==> src/rtl/kb_matrix_scan.sv <==
// Key matrix scanner: walks an active-low column strobe, samples the row pins at the end of
// each column dwell, and debounces press/release into a held row vector with strobes.
module kb_matrix_scan #(
    parameter int ROWS     = 5,
    parameter int COLS     = 4,
    parameter int SCAN_DIV = 5000,
    parameter int DEBOUNCE = 4
) (
    input  logic                    clk,
    input  logic                    rst_n,
    input  logic [ROWS-1:0]         row_in,
    output logic [COLS-1:0]         col_out,
    output logic [ROWS-1:0]         k_row,
    output logic [$clog2(COLS)-1:0] k_col,
    output logic                    key_valid,
    output logic                    key_release,
    output logic                    key_held
);
    localparam int DW = (SCAN_DIV > 1) ? $clog2(SCAN_DIV) : 1;
    localparam int CW = $clog2(COLS);
    localparam int NW = $clog2(DEBOUNCE + 1);
    localparam logic [DW-1:0] DIV_LAST = DW'(SCAN_DIV - 1);
    localparam logic [CW-1:0] COL_LAST = CW'(COLS - 1);
    localparam logic [NW-1:0] DB_N     = NW'(DEBOUNCE);

    typedef enum logic [1:0] {S_SCAN, S_CONFIRM, S_HELD} state_t;

    state_t          state_q, state_d;
    logic [ROWS-1:0] sync1_q, sync2_q;
    logic [DW-1:0]   div_q, div_d;
    logic [CW-1:0]   col_q, col_d, col_next;
    logic [ROWS-1:0] pat_q, pat_d;
    logic [NW-1:0]   cnt_q, cnt_d, cnt_inc;
    logic [ROWS-1:0] k_row_q, k_row_d;
    logic [CW-1:0]   k_col_q, k_col_d;
    logic            valid_q, valid_d;
    logic            release_q, release_d;
    logic [ROWS-1:0] rows_s;
    logic            dwell_end;

    always_ff @(posedge clk or negedge rst_n) begin
        if (!rst_n) begin
            state_q   <= S_SCAN;
            sync1_q   <= '1;
            sync2_q   <= '1;
            div_q     <= '0;
            col_q     <= '0;
            pat_q     <= '0;
            cnt_q     <= '0;
            k_row_q   <= '0;
            k_col_q   <= '0;
            valid_q   <= 1'b0;
            release_q <= 1'b0;
        end else begin
            state_q   <= state_d;
            sync1_q   <= row_in;
            sync2_q   <= sync1_q;
            div_q     <= div_d;
            col_q     <= col_d;
            pat_q     <= pat_d;
            cnt_q     <= cnt_d;
            k_row_q   <= k_row_d;
            k_col_q   <= k_col_d;
            valid_q   <= valid_d;
            release_q <= release_d;
        end
    end

    always_comb begin
        rows_s    = ~sync2_q;
        dwell_end = (div_q == DIV_LAST);
        div_d     = dwell_end ? '0 : div_q + DW'(1);
        col_next  = (col_q == COL_LAST) ? '0 : col_q + CW'(1);
        cnt_inc   = cnt_q + NW'(1);
        state_d   = state_q;
        col_d     = col_q;
        pat_d     = pat_q;
        cnt_d     = cnt_q;
        k_row_d   = k_row_q;
        k_col_d   = k_col_q;
        valid_d   = 1'b0;
        release_d = 1'b0;

        case (state_q)
            S_SCAN: begin
                if (dwell_end) begin
                    if (rows_s == '0) begin
                        col_d = col_next;
                    end else if (DEBOUNCE == 1) begin
                        // A single matching sample is already enough to accept.
                        pat_d   = rows_s;
                        k_row_d = rows_s;
                        k_col_d = col_q;
                        valid_d = 1'b1;
                        cnt_d   = '0;
                        state_d = S_HELD;
                    end else begin
                        pat_d   = rows_s;
                        cnt_d   = NW'(1);
                        state_d = S_CONFIRM;
                    end
                end
            end
            S_CONFIRM: begin
                if (dwell_end) begin
                    if (rows_s == pat_q) begin
                        if (cnt_inc == DB_N) begin
                            k_row_d = pat_q;
                            k_col_d = col_q;
                            valid_d = 1'b1;
                            cnt_d   = '0;
                            state_d = S_HELD;
                        end else begin
                            cnt_d = cnt_inc;
                        end
                    end else begin
                        cnt_d   = '0;
                        col_d   = col_next;
                        state_d = S_SCAN;
                    end
                end
            end
            S_HELD: begin
                // Pattern changes while held are ignored; only a full release counts.
                if (dwell_end) begin
                    if (rows_s == '0) begin
                        if (cnt_inc == DB_N) begin
                            k_row_d   = '0;
                            release_d = 1'b1;
                            cnt_d     = '0;
                            col_d     = col_next;
                            state_d   = S_SCAN;
                        end else begin
                            cnt_d = cnt_inc;
                        end
                    end else begin
                        cnt_d = '0;
                    end
                end
            end
            default: begin
                state_d = S_SCAN;
                cnt_d   = '0;
            end
        endcase
    end

    always_comb begin
        col_out        = '1;
        col_out[col_q] = 1'b0;
    end

    assign k_row       = k_row_q;
    assign k_col       = k_col_q;
    assign key_valid   = valid_q;
    assign key_release = release_q;
    assign key_held    = (state_q == S_HELD);
endmodule

==> config.mk <==
export PLATFORM = sky130hd
export DESIGN_NAME = kb_matrix_scan
export DESIGN_NICKNAME = d
export VERILOG_FILES = /design/src/rtl/kb_matrix_scan.sv
export SDC_FILE = /design/constraint.sdc
export NUM_CORES = 1
export LEC_CHECK = 0
export CORE_MARGIN = 3
export CORE_UTILIZATION = 55
export DETAILED_ROUTE_END_ITERATION = 8
export HOLD_SLACK_MARGIN = 0.15
export PLACE_DENSITY = 0.84
export SYNTH_ARGS = -nofsm -noshare
export SYNTH_HDL_FRONTEND = slang
export SYNTH_SLANG_ARGS = --single-unit
==> constraint.sdc <==
create_clock -name clk -period 6.2 [get_ports clk]
set_input_delay 1.24 -clock clk [delete_from_list [all_inputs] [get_ports clk]]
set_output_delay 1.24 -clock clk [all_outputs]
set_load 0.01 [all_outputs]
==> flow_metrics.py, run 1 <==
metrics = {
    "status": {
        "status": "finished, final reports clean",
    },
    "power_and_ir_drop": {
        "p_per_area_nw_per_um2": 216,
        "seq_power_share": 0.572,
        "p_total_mw": 0.516,
        "vdd_drop_max_v": 0.000225,
        "p_comb_frac": 0.021,
        "pwr-share-clk": 0.407,
        "p_leak_nw": 1.07,
        "internal_power_mw": 0.417,
        "switching_share": 0.192,
        "p_sw_mw": 0.0989,
    },
    "global_route": {
        "grt-ovfl-total": 0,
        "grt_pass1_vias": 1395,
        "grt_max_degree": 45,
        "antenna_found_initial": 0,
        "grt_pass1_wl_um": 6560,
        "grt_usage": 0.195,
    },
    "synthesis": {
        "synth.avg_cell_area_sq_um": 11.6,
        "synth_top_cell_by_area": "dfrtp_1",
        "seq_area_frac_synth": 0.541,
        "synthCells": 177,
        "synthArstFlopShare": 1.00,
        "synth_flop_cell": "dfrtp_1",
        "yosys_warnings": 0,
        "synth_area_leaders": "dfrtp_1, dfstp_2, ha_1",
        "synth_top_area_frac": 0.414,
        "netlist_area_sq_um": 2060,
        "ys_types": 48,
        "ys_ff_latch": 44,
        "syn-num-nets": 191,
        "synth-edff-count": 0,
    },
    "final_layout": {
        "nets": 213,
        "layout_commonest_cell": "dfrtp_1",
        "drive_above_1_share": 0.155,
        "syn_to_final_growth_pct": 16.1,
        "multi_input_area_sq_um": 881,
        "fill_cells": 258,
        "seq_area_sq_um": 1110,
        "final_cell_mix": "dfrtp_1, clkdlybuf4s50_1, nand2_1, nor2_1",
        "num_antenna_cells": 0,
    },
    "sta": {
        "timing.final.crit_share": 0.499,
        "setup_viol": 0,
        "fin_skew_ns": 0.0119,
        "period_needed_ns": 3.09,
        "timing.slew.headroom": 0.386,
        "final-max-slew-violation-count": 0,
        "tns_ns": 0,
        "layout_setup_ws_ns": 3.11,
        "tightest_slew_ns": 0.921,
        "hold_violations": 0,
        "clock.fmax_mhz": 324,
        "rsz0062_at_grt": "no",
    },
    "placed_design": {
        "gp_congestion": 0.822,
        "dpl_worst_slack_ns": 3.45,
        "numPortBuffers": 20,
        "dp_hpwl_um": 2740,
    },
    "worst_setup_path": {
        "r2r-end": "k_col[1]",
        "cp_max_fo": 9,
        "required_ns": 4.96,
        "endpoint_kind": "output pin",
        "crit_slowest_cell": "clkdlybuf4s50_1",
        "max_stage_delay_ns": 0.63,
        "path_cells": "nor2b_1, clkdlybuf4s50_1",
        "cp_top_family": "buffers and inverters",
        "r2r-start": "sync2_q[3]",
        "ff2ff_path_depth": 5,
        "cp_num_cells": 2,
        "rrSetupSlack_ns": 3.63,
        "criticalPathCategory": "flip-flop to output pin",
        "worst-path-buf-inv": 1,
        "critPathArrivalTime_ns": 1.85,
        "crit_path_start_kind": "flip-flop",
    },
    "detailed_routing": {
        "drt_iter0_markers": 73,
        "avgRoutedWirePerCell_um": 15.1,
        "ant_nets": 0,
        "wl_um": 3710,
        "via_count": 1387,
        "drc": 0,
        "via_per_inst": 5.64,
        "dr.pass1.iters": 4,
    },
    "clock_network": {
        "hold_buffers": 0,
        "cts-resized-gates": 0,
        "post-cts-setup-buffers": 0,
        "cts_sinks": 44,
        "htreeDepth": 2,
        "cts_buffers": 5,
        "clk_pin_slew_ns": 0.08,
        "clk_path_buf_depth": 2,
        "cts_tree": "done",
        "insertion_delay_ns": 0.29,
        "cts_root_buffer": "clkbuf_8",
    },
    "floorplanning": {
        "die_w_um": 67.2,
        "row_count": 21,
        "ios": 21,
        "core_sq_um": 3470,
        "die-area_sq_um": 4510,
        "fp.dieH_um": 67.2,
        "initial_utilization": 0.593,
    },
    "flow_run": {
        "cap_viol_max_count": 0,
    },
    "worst_hold_path": {
        "worstHoldPathCells": 0,
        "whs_endpoint": "sync2_q[1]",
        "hp-class": "flip-flop to flip-flop",
        "min_from": "sync1_q[1]",
    },
}
==> synth_stat cells, types with 2 or more instances <==
master and instances:
a21o_1 6, a21oi_1 3, and2_1 2, and3_1 2
and3_2 2, and4_2 2, buf_2 2, clkbuf_1 2
dfrtp_1 34, dfstp_2 10, ha_1 7, inv_1 7
mux2_1 2, mux2_2 2, mux2i_1 2, nand2_1 14
nand2b_1 3, nand3_1 5, nand4_1 2, nor2_1 13
nor3_1 2, nor4_1 2, nor4b_1 5, o21ai_0 6
o22ai_1 2, or3_1 2, xnor2_1 10, xor2_1 6
==> flip-flops by register name (all words and copies together) (netlist names) <==
name,flops
state_q,2
key_valid,1
div_q,13
k_row,5
key_release,1
pat_q,5
col_q,2
k_col,2
sync2_q,5
sync1_q,5
cnt_q,3
==> area by class of cell <==
cell class,instances,area share
Sequential cell,44,0.466
Multi-Input combinational cell,120,0.369
Timing Repair Buffer,21,0.0849
Clock buffer,6,0.0304
Tap cell,46,0.0241
Clock inverter,2,0.0147
Inverter,7,0.0110
==> routing by layer <==
layer | GRT usage | vias to the layer above | share of wire
li1 | - | 664 | -
met1 | 0.251 | 695 | 0.46
met2 | 0.325 | 23 | 0.51
met3 | 0.0399 | 5 | 0.026
met4 | 0.0759 | 0 | 0.012
met5 | 0 | - | 0
==> metrics by stage <==
stage	cells	hold slack (ns)	instance area, sq um	utilization
after floorplan	177	0.345	2060	-
after global placement	238	0.346	2280	0.658
after detailed placement	238	0.347	2280	0.658
after CTS	246	0.358	2390	0.689
after global routing	246	0.358	2390	0.689
final	246	0.355	2390	0.689
==> worst max-delay path by stage <==
stage,start,end,slack [ns]
CTS,state_q[1],key_held,3.12
finish,state_q[1],key_held,3.11
global placement,state_q[1],key_held,3.50
floorplan,div_q[6],col_q[0],4.02
detailed placement,state_q[1],key_held,3.45
global route,state_q[1],key_held,3.01
==> power by group through the flow <==
stage / clock, mW / sequential [mW] / combinational, mW
after floorplan: 0 / 0.300 / 0.00195
after global placement: 0 / 0.300 / 0.0108
after detailed placement: 0 / 0.301 / 0.0111
after CTS: 0.214 / 0.295 / 0.0112
after global routing: 0.225 / 0.296 / 0.0122
final: 0.210 / 0.295 / 0.0107
==> cell families after synthesis <==
family | synth area share
xor gates and xnor gates | 0.0681
adders and majority gates | 0.0426
buffers and inverters | 0.0304
muxes | 0.0316
DFF | 0.541
and+or+nand+nor | 0.186
AOI/OAI and AO/OA | 0.100
==> worst reg2reg max path: cells and delay by family, from the launching register on <==
family	cells	cell delay (ns)
flops	1	0.55
simple gates	3	1.44
xor+xnor	1	0.08
mux	1	0.38
(Power assumes the default switching activity.)
==> run 2: changes to the inputs <==
--- a/config.mk
+++ b/config.mk
@@ -6,10 +6,10 @@
 export NUM_CORES = 1
 export LEC_CHECK = 0
 export CORE_MARGIN = 3
-export CORE_UTILIZATION = 55
+export CORE_UTILIZATION = 50
 export DETAILED_ROUTE_END_ITERATION = 8
 export HOLD_SLACK_MARGIN = 0.15
-export PLACE_DENSITY = 0.84
+export PLACE_DENSITY = 0.8
 export SYNTH_ARGS = -nofsm -noshare
 export SYNTH_HDL_FRONTEND = slang
 export SYNTH_SLANG_ARGS = --single-unit
==> constraint.sdc (replaced) <==
create_clock -name clk -period 2.55 [get_ports clk]
set_input_delay 0.51 -clock clk [delete_from_list [all_inputs] [get_ports clk]]
set_output_delay 0.51 -clock clk [all_outputs]
set_load 0.01 [all_outputs]
==> run 2 against run 1 <==
Compared with the run above:
- non-clock buffer count grew 4
- die area rose by 9.1%
- cell area grew 2.1%
- combinational power rose by 150%
- critical path depth up 2
- setup slack got worse by 3.0 ns
- first-iteration DRC count increased by 60%
- cell count is 2.4% higher
- total power rose to 2.5 times the previous value
- global-route usage is 3.3 points lower
- flip-flop and latch count unchanged
- sequential power grew 140%
==> flow_metrics.py, run 2 (synthesized netlist as in run 1, its figures left out) <==
metrics = {
    "global_route": {
        "grt-ovfl-total": 0,
        "grt_pass1_vias": 1431,
        "antenna_found_initial": 0,
        "grt_max_degree": 45,
        "grt_pass1_wl_um": 6350,
        "grt_usage": 0.162,
    },
    "final_layout": {
        "num_antenna_cells": 0,
        "top_register": "div_q",
        "fill_cells": 292,
        "nets": 217,
        "final_util": 0.642,
        "layout_commonest_cell": "dfrtp_1",
        "drive_above_1_share": 0.176,
        "final_cell_mix": "dfrtp_1, clkdlybuf4s50_1, nand2_1, nor2_1",
        "syn_to_final_growth_pct": 18.6,
        "largest_reg_flops": 13,
    },
    "detailed_routing": {
        "via_per_inst": 5.49,
        "drt_iter0_markers": 117,
        "ant_nets": 0,
        "via_count": 1383,
        "dr.pass1.iters": 4,
        "avgRoutedWirePerCell_um": 14.6,
        "wl_um": 3680,
        "drc": 0,
    },
    "sta": {
        "fin_skew_ns": 0.0103,
        "timing.final.crit_share": 0.938,
        "final-max-slew-violation-count": 0,
        "setup_viol": 0,
        "hold_violations": 0,
        "tightest_slew_ns": 0.928,
        "clock.fmax_mhz": 418,
        "rsz0062_at_grt": "no",
        "timing.slew.headroom": 0.381,
        "period_needed_ns": 2.39,
        "tns_ns": 0,
    },
    "clock_network": {
        "clk_path_buf_depth": 2,
        "hold_buffers": 0,
        "cts_sinks": 44,
        "htreeDepth": 2,
        "cts_buffers": 5,
        "clk_pin_slew_ns": 0.09,
        "insertion_delay_ns": 0.30,
        "cts_root_buffer": "clkbuf_8",
        "post-cts-setup-buffers": 0,
        "cts-resized-gates": 0,
        "cts_tree": "done",
    },
    "power_and_ir_drop": {
        "p_per_area_nw_per_um2": 539,
        "vdd_drop_max_v": 0.000369,
        "p_leak_nw": 1.10,
    },
    "floorplanning": {
        "row_count": 22,
        "core_sq_um": 3800,
        "die_w_um": 70.1,
        "die-area_sq_um": 4920,
        "initial_utilization": 0.542,
        "ios": 21,
        "fp.dieH_um": 70.1,
    },
    "worst_setup_path": {
        "required_ns": 2.73,
        "max_stage_delay_ns": 0.58,
        "cp_max_fo": 10,
        "path_cells": "or4b_1, or3_1, o32ai_4, mux2_1",
        "critPathArrivalTime_ns": 2.57,
        "criticalPathCategory": "flip-flop to flip-flop",
        "crit_path_start_kind": "flip-flop",
        "crit_slowest_cell": "or3_1",
        "endpoint_kind": "flip-flop",
    },
    "flow_run": {
        "cap_viol_max_count": 0,
    },
    "placed_design": {
        "dp_hpwl_um": 2710,
        "numPortBuffers": 20,
        "gp_congestion": 0.899,
    },
    "status": {
        "status": "finished, final reports clean",
    },
    "worst_hold_path": {
        "hp-class": "primary input to asynchronous set/reset pin",
    },
}
-- run 2: path summary, 6_finish.rpt --
| path | startpoint | to | slack (ns) | cells after the start |
|---|---|---|---|---|
| max | div_q[6] | col_q[0] | 0.16 | 4 |
| min | rst_n | pat_q[3] | 0.35 | 1 |
| max reg2reg | div_q[6] | col_q[0] | 0.16 | 4 |
| min reg2reg | sync1_q[0] | sync2_q[0] | 0.36 | 0 |
| max in group asynchronous | rst_n | div_q[7] | 1.61 | 1 |
| min in group clk | sync1_q[0] | sync2_q[0] | 0.36 | 0 |
-- run 2: routing by layer --
metal  up-vias  track usage  part of all wire
met2        31        0.271              0.48
met3        10       0.0403             0.033
li1        671            -                 -
met5         -            0                 0
met4         0       0.0681             0.020
met1       671        0.200              0.46
-- run 2: stage by stage --
stage               instance area, sq um  hold slack, ns  power [mW]  setup slack [ns]  instances
CTS                                 2440           0.358        1.33             0.142        252
floorplan                           2060           0.214       0.734             0.370        177
detailed placement                  2310           0.347       0.758             0.140        244
global placement                    2310           0.345       0.756             0.227        244
finish                              2440           0.354        1.31             0.158        252
global route                        2440           0.362        1.37            0.0788        252
-- run 2: final cells by class --
type	instances	area, sq um	share of cell area
multi-input cells	120	881	0.361
well taps	48	60.1	0.0246
repair buffers	25	233	0.0954
flip-flops and latches	44	1110	0.456
clock inverters	1	30.0	0.0123
clock buffers	7	96.3	0.0395
inverters	7	26.3	0.0108
-- run 2: critical path, delay by kind of cell (launching register included) --
| kind | cells | cell delay (ns) |
|---|---|---|
| flops | 1 | 0.41 |
| compound gates | 1 | 0.37 |
| mux | 1 | 0.35 |
| simple gates | 2 | 1.15 |
-- run 2: where the power goes --
group	switching, mW	internal (mW)	total, mW
sequential	0.00517	0.712	0.717
combinational	0.0161	0.0103	0.0264
clock	0.225	0.345	0.570
==> run 3: changes to the inputs <==
--- a/config.mk
+++ b/config.mk
@@ -5,7 +5,7 @@
 export SDC_FILE = /design/constraint.sdc
 export NUM_CORES = 1
 export LEC_CHECK = 0
-export CORE_MARGIN = 3
+export CORE_MARGIN = 8
 export CORE_UTILIZATION = 50
 export DETAILED_ROUTE_END_ITERATION = 8
 export HOLD_SLACK_MARGIN = 0.15
==> run 3 against run 2 <==
Compared with the run above:
- wire length is 1.4% higher
- register-to-register slack improved by 0.13 ns
- fmax increased by 6.0%
- critical path type unchanged
- largest power group unchanged
==> flow_metrics.py, run 3 (synthesized netlist as in run 1, its figures left out) <==
metrics = {
    "status": {
        "status": "finished, final reports clean",
    },
    "placed_design": {
        "numPortBuffers": 20,
        "dp_hpwl_um": 2720,
        "dp.cells": 247,
        "gp_congestion": 0.775,
    },
    "floorplanning": {
        "fp.dieH_um": 80.1,
        "core_sq_um": 3970,
        "die-area_sq_um": 6420,
        "initial_utilization": 0.518,
        "row_count": 23,
        "ios": 21,
        "die_w_um": 80.1,
    },
    "clock_network": {
        "insertion_delay_ns": 0.30,
        "clk_path_buf_depth": 2,
        "hold_buffers": 0,
        "post-cts-setup-buffers": 0,
        "cts_sinks": 44,
        "cts_buffers": 5,
        "cts_tree": "done",
        "cts-resized-gates": 0,
        "htreeDepth": 2,
        "clk_pin_slew_ns": 0.08,
        "cts_root_buffer": "clkbuf_8",
    },
    "worst_setup_path": {
        "criticalPathCategory": "flip-flop to flip-flop",
        "crit_start": "div_q[6]",
        "r2r-start": "div_q[6]",
        "r2r-end": "col_q[0]",
        "rrSetupSlack_ns": 0.29,
        "crit_path_start_kind": "flip-flop",
        "endpoint_kind": "flip-flop",
        "critPathArrivalTime_ns": 2.44,
        "required_ns": 2.73,
        "ff2ff_path_depth": 4,
        "cp_max_fo": 4,
    },
    "sta": {
        "clock.fmax_mhz": 443,
        "rsz0062_at_grt": "no",
        "final-max-slew-violation-count": 0,
        "timing.slew.headroom": 0.382,
        "period_needed_ns": 2.26,
        "setup_viol": 0,
        "hold_violations": 0,
        "tightest_slew_ns": 0.927,
        "fin_skew_ns": 0.0108,
        "timing.final.crit_share": 0.885,
        "tns_ns": 0,
    },
    "final_layout": {
        "final_cell_mix": "dfrtp_1, clkdlybuf4s50_1, nand2_1, nor2_1",
        "fin_cells": 255,
        "layout_commonest_cell": "dfrtp_1",
        "syn_to_final_growth_pct": 16.9,
        "nets": 218,
        "drive_above_1_share": 0.171,
        "largest_reg_flops": 13,
        "num_antenna_cells": 0,
        "fill_cells": 322,
        "top_register": "div_q",
    },
    "global_route": {
        "grt_pass1_wl_um": 6600,
        "grt_usage": 0.129,
        "grt_max_degree": 45,
        "antenna_found_initial": 0,
        "grt-ovfl-total": 0,
        "grt_pass1_vias": 1440,
    },
    "power_and_ir_drop": {
        "vdd_drop_max_v": 0.000338,
        "p_leak_nw": 1.08,
        "p_per_area_nw_per_um2": 479,
    },
    "detailed_routing": {
        "via_per_inst": 5.40,
        "ant_nets": 0,
        "drc": 0,
        "avgRoutedWirePerCell_um": 14.6,
        "drt_iter0_markers": 119,
        "dr.pass1.iters": 5,
        "wl_um": 3730,
        "via_count": 1376,
    },
    "flow_run": {
        "cap_viol_max_count": 0,
    },
    "worst_hold_path": {
        "hp-class": "primary input to asynchronous set/reset pin",
    },
}
## run 3: cell types whose count changed in the layout (fill, tap and decap cells not counted)
cell	delta
bufinv_16	-1
clkbuf_8	-2
buf_4	+1
clkbuf_1	+2
clkinv_2	+1
## run 3: cell type report
class | instances | area, sq um | share of cell area
clock buffers | 7 | 76.3 | 0.0317
clock inverters | 1 | 5.00 | 0.00208
inverters | 7 | 26.3 | 0.0109
multi-input cells | 120 | 881 | 0.366
flip-flops and latches | 44 | 1110 | 0.463
well taps | 50 | 62.6 | 0.0260
repair buffers | 26 | 240 | 0.0999
## run 3: worst max path at each step
stage / cells past startpoint / end
after detailed placement: 4 / col_q[0]
after global routing: 5 / k_row[4]
final: 4 / col_q[0]
after global placement: 4 / col_q[0]
after CTS: 4 / col_q[0]
after floorplan: 5 / col_q[0]
## run 3: power by group
part	switching [mW]	internal [mW]
clock network	0.215	0.192
registers	0.00528	0.712
logic	0.0158	0.0103
total	0.237	0.914
## run 3: stage by stage
step                      area (sq um)  utilization  hold WS, ns  total power, mW  setup WS (ns)
after global placement            2320        0.585        0.345            0.756          0.343
after detailed placement          2320        0.585        0.347            0.758          0.291
after global routing              2400        0.606        0.364             1.20          0.134
after CTS                         2400        0.606        0.358             1.17          0.298
final                             2400        0.606        0.356             1.15          0.292
after floorplan                   2060            -        0.214            0.734          0.370
## run 3: critical path: stages, from the launching register on
cell and delay (ns):
dfrtp_1 0.41, or4b_1 0.56, or3_1 0.48, o32ai_4 0.33, mux2_1 0.36
## run 3: per-layer routing
| metal | GRT usage | up-vias | share of wire |
|---|---|---|---|
| li1 | - | 671 | - |
| met1 | 0.153 | 664 | 0.43 |
| met4 | 0.0491 | 0 | 0.011 |
| met5 | 0 | - | 0 |
| met2 | 0.219 | 37 | 0.50 |
| met3 | 0.0313 | 4 | 0.060 |
